`src/rtl/voter_if.sv`:
```
// 4-input voting machine: registered one-hot verdict, yes count and saturating pass count.
// Optional chair tiebreak on I[0] is enabled by defining VOTER_IF_TIEBREAK_EN.
module voter_if #(
  parameter int CNT_W = 8
) (
  input  logic             clk,
  input  logic             rst_n,
  input  logic             en,
  input  logic [3:0]       I,
  output logic [3:1]       O,
  output logic [2:0]       yes_cnt,
  output logic [CNT_W-1:0] pass_cnt
);

  localparam logic [3:1] V_PASS = 3'b100;
  localparam logic [3:1] V_TIE  = 3'b010;
  localparam logic [3:1] V_FAIL = 3'b001;

  logic [2:0]       w_n;
  logic [3:1]       w_verdict;
  logic [3:1]       r_o;
  logic [2:0]       r_yes_cnt;
  logic [CNT_W-1:0] r_pass_cnt;

  assign w_n = {2'b00, I[0]} + {2'b00, I[1]} + {2'b00, I[2]} + {2'b00, I[3]};

  // NOTE: default assignment first so every path drives w_verdict and no latch is inferred.
  always_comb begin
    w_verdict = V_FAIL;
    if (w_n >= 3'd3) begin
      w_verdict = V_PASS;
    end else if (w_n == 3'd2) begin
`ifdef VOTER_IF_TIEBREAK_EN
      w_verdict = I[0] ? V_PASS : V_FAIL;
`else
      w_verdict = V_TIE;
`endif
    end
  end

  // NOTE: state updates use non-blocking assignments so all registers see pre-edge values.
  always_ff @(posedge clk) begin
    if (!rst_n) begin
      r_o        <= '0;
      r_yes_cnt  <= '0;
      r_pass_cnt <= '0;
    end else if (en) begin
      r_o       <= w_verdict;
      r_yes_cnt <= w_n;
      if (w_verdict == V_PASS && r_pass_cnt != {CNT_W{1'b1}}) begin
        r_pass_cnt <= r_pass_cnt + 1'b1;
      end
    end
  end

  assign O        = r_o;
  assign yes_cnt  = r_yes_cnt;
  assign pass_cnt = r_pass_cnt;

endmodule

```
`config.mk`:
```
export PLATFORM = sky130hd
export DESIGN_NAME = voter_if
export DESIGN_NICKNAME = d
export VERILOG_FILES = /design/src/rtl/voter_if.sv
export SDC_FILE = /design/constraint.sdc
export NUM_CORES = 1
export LEC_CHECK = 0
export CORE_MARGIN = 5
export CORE_UTILIZATION = 44
export CTS_CLUSTER_SIZE = 8
export DETAILED_ROUTE_END_ITERATION = 12
export PLACE_DENSITY = 0.85
export RECOVER_POWER = 50
export REMOVE_ABC_BUFFERS = 1
export SLEW_MARGIN = 20
export SYNTH_ARGS = -nofsm -noshare
export SYNTH_HDL_FRONTEND = slang
export SYNTH_SLANG_ARGS = --single-unit
```
`constraint.sdc`:
```
create_clock -name clk -period 2.8 [get_ports clk]
set_input_delay 0.42 -clock clk [delete_from_list [all_inputs] [get_ports clk]]
set_output_delay 0.42 -clock clk [all_outputs]
set_load 0.05 [all_outputs]
```
Word-level counts from Yosys, hierarchy flattened
Cells that the tools add are included.
- $lt $le $gt $ge: 1
- reduce and logical (&&, ||, !) cells: 2
- muxes and demuxes: 2
- equality and inequality tests: 3
- $add $sub $neg: 4
- operators by type and width (cell ; count):
    $add 8x1->8 const B ; 1
    $ne 8x8->1 const B ; 1
    $add 2x1->3 ; 1
    $add 3x1->3 ; 1
    $eq 3x2->1 const B ; 1
    $eq 3x3->1 const B ; 1
    $ge 3x2->1 const B ; 1
    $mux 3 ; 1
    $add 1x1->2 ; 1
    $mux 2 ; 1
    $reduce_and 2->1 ; 1
    $logic_and 1x1->1 ; 1
- output and inout bits: 14
- word-level logic and storage cells: 15
- register bits: 14
- input port bits: 7

Logic depth before layout (Yosys ltp)
- word-level depth: 9
- gate-level depth with buffers: 7
- gate-level depth less buffers: 7

Worst setup path before layout
OpenSTA, ideal clock, no wires.
- kind: in2reg
- from: in I[0]
- to: reg r_pass_cnt[7], in the netlist pass_cnt[7]
- path slack: 571 ps
- library setup time: 135 ps
- data required time: 2665 ps
- data arrival time: 2094 ps
- buffers on the path: 0
- cell stages on the path: 7
- path through: fa_1 > ha_1 > ha_1 > a21o_4 > nand4_1 > o311ai_0 > o41ai_1
- cells in the longest elaborated chain, start to end: 9
- elaborated cells between the ends (all ways): 10
- classes of those cells: add/sub (3); order compare (1); eq/ne (2); mux (2); reduce/logical (2)
- RTL lines (item ; line ; RTL):
    start: declaration ; 9 ; input logic [3:0] I,
    $add 1x1->2 (*) ; 25 ; assign w_n = {2'b00, I[0]} + {2'b00, I[1]} + {2'b00, I[2]} + {2'b00, I[3]};
    $add 2x1->3 (*) ; 25 ;
    $add 3x1->3 (*) ; 25 ;
    named net w_n[1] ; 19 ; logic [2:0] w_n;
    parallel branches: the longest is 2 deep, another holds $ge 3x2->1 ; - ;
    $mux 3 (*) ; 30 ; if (w_n >= 3'd3) begin
    $eq 3x3->1 (*) ; 50 ; if (w_verdict == V_PASS && r_pass_cnt != {CNT_W{1'b1}}) begin
    $logic_and 1x1->1 (*) ; 50 ;
    $reduce_and 2->1 (no line) (*) ; - ;
    end signal: assignment ; 51 ; r_pass_cnt <= r_pass_cnt + 1'b1;
    end: declaration ; 23 ; logic [CNT_W-1:0] r_pass_cnt;
Mark *: on every way through the listed nets, which the timed path passes.
A chain may end at the register's enable or synchronous reset.

Final worst setup path
- from: in I[1]
- to: reg r_pass_cnt[7], in the netlist pass_cnt[7]
Same word-level chain as after synthesis.

==> reports/qor.yml <==
status: "finished, final reports clean"
wirelength_mm: 1.51
p_leak_nw: 0.378
drive_above_1_share_pct: 10.2
synth_simple_gate_area_share_pct: 25.4
yosysUniqueCellTypes: 31
cp_max_fo: 5
tns_ns: 0
crit_type: "in2reg"
drtAntennaViolNets: 0
cts_htree_levels: 1
syn_area_per_cell_um2: 9.29
fin_crit_ns: 2.49
fin_nets: 110
vdd_drop_max_v: 0.000301
synth_area_leader_cell: "dfxtp_1"
cts_tree: "done"
yosysWarnings: 0
rsz0062_at_grt: "no"
ys_seq_elements: 14
drt-pass1-iter-count: 4
die-area_um2: 2500
worst_skew_pair.late_latency_ns: 0.28
cp-start-kind: "input pin"
io_pins: 21
wl_per_cell_um: 13.2
placed_cells_incl_taps: 110
clk_pin_slew_ns: 0.08
start_util_pct: 46.8
vias_per_cell: 5.71
core.rowCount: 14
worst_pin_slew_ns: 0.506
yosysTopAreaCellShare_pct: 39.7
coreArea_um2: 1510
relSlewSlack_pct: 66.2
die_h_um: 50.0
cp.arrival_ns: 2.65
finalHoldViolations: 0
num_antenna_cells: 0
antenna_found_initial: 0
globalplace.congestion: 0.825
synth_most_common_cell: "dfxtp_1"
ys_async_sr_fraction_pct: 0
synth.area.mux_share_pct: 7.09
syn_area_um2: 706
grt_max_degree: 11
setup_violations: 0
synth_common_cells: "dfxtp_1 (14), nor2_1 (8), nand2_1 (7)"
drv_slew: 0
synth_area_leaders: "dfxtp_1 (40%), mux2i_1 (7.1%), ha_1 (5.3%), nor2_1 (4.3%), nand2_1 (3.7%)"
cts_resized: 0
overflow: 0
fin_util_pct: 62.8
p_per_area_nw_per_um2: 506
synth_ff_type: "dfxtp_1"
synth_xor_area_share_pct: 1.24
clock.fmax_mhz: 401
post_synth_fa_ha_maj_area_fraction_pct: 8.16
clock-root-buffer: "clkbuf_4"
min_path_type: "reg2reg"
fp.dieW_um: 50.0
endpoint_kind: "flip-flop"
dp_hpwl_mm: 1.12
synth_cells: 76
synth_edf_count: 0
instances_no_fill: 114
synth_top_family_by_area: "simple AND/OR/NAND/NOR gates"
portBuffers: 20
area_growth_pct: 34.0
clk_path_buf_depth: 2
post_cts_buffers: 0
drtIter0Drc: 10
route.detailed.drc: 0
grt_util_all_layers_pct: 13.4
critical_path_required_ns: 2.96
max_cap_violations: 0
skew_ns: 0.00226
fin_crit_sh_pct: 89.0
grt_pass1_wl_mm: 2.65
synth_compound_area_share_pct: 14.5
grt_pass1_vias: 603
cts_buffers: 3
ys_seq_area_share_pct: 39.7
fin_hold_ws_ns: 0.496
num_vias: 651
cts.sink_count: 14
hold_buffers: 0
worst max-delay path, stage by stage:
cell and delay [ns]:
clkdlybuf4s50_1 0.49, fa_1 0.43, ha_1 0.20, ha_1 0.33, a21o_4 0.15, nand4_1 0.14
o311ai_0 0.38, o41ai_1 0.13
cell type report:
type / count / area (µm²)
timing repair buffer: 20 / 200
inverter: 3 / 11.3
multi-input combinational: 57 / 398
clock buffer: 4 / 36.3
sequential: 14 / 280
tap: 16 / 20.0
fill: 124 / 561
metrics by stage:
step	cell area, µm²	power (mW)	worst slack [ns]
floorplan	689	0.302	0.571
global placement	910	0.341	0.0382
detailed placement	910	0.344	-0.000684
CTS	946	0.490	0.286
global route	946	0.506	0.192
finish	946	0.479	0.309
registers in the layout, indices dropped and copies added (netlist names):
name	flops
pass_cnt	8
O	3
yes_cnt	3
logic make-up after synthesis:
logic type / Yosys count
adders and majority gates: 4
AOI/OAI and AO/OA: 14
buffers and inverters: 5
xor gates and xnor gates: 1
muxes: 5
DFF: 14
and+or+nand+nor: 33
power breakdown:
group	switching [mW]	total, mW	internal (mW)
clock network	0.0659	0.145	0.0792
registers	0.00712	0.217	0.210
logic	0.0718	0.117	0.0454
total	0.145	0.479	0.334
layer usage:
metal / track usage [%] / vias up / share of wire [%]
met1: 14.7 / 298 / 45
li1: - / 327 / -
met5: 0 / - / 0
met3: 4.52 / 5 / 7.9
met2: 22.0 / 21 / 44
met4: 7.86 / 0 / 2.5
placed cells by master (no fill, tap or decap), types with 4 or more instances in the layout:
master,netlist,final
dfxtp_1,14,14
dlygate4sd3_1,0,11
clkdlybuf4s50_1,0,9
nor2_1,8,8
nand2_1,7,7
a21oi_1,5,5
mux2i_1,5,5
nand4_1,4,4
path summary, 6_finish.rpt:
kind               startpoint          end  slack, ns  depth (start not counted)
setup / recovery         I[1]  pass_cnt[7]       0.31                          8
hold / removal           O[3]         O[3]       0.50                          2
setup reg to reg  pass_cnt[0]  pass_cnt[4]       1.20                          5
hold reg to reg          O[3]         O[3]       0.50                          2
(Power assumes the default switching activity.)
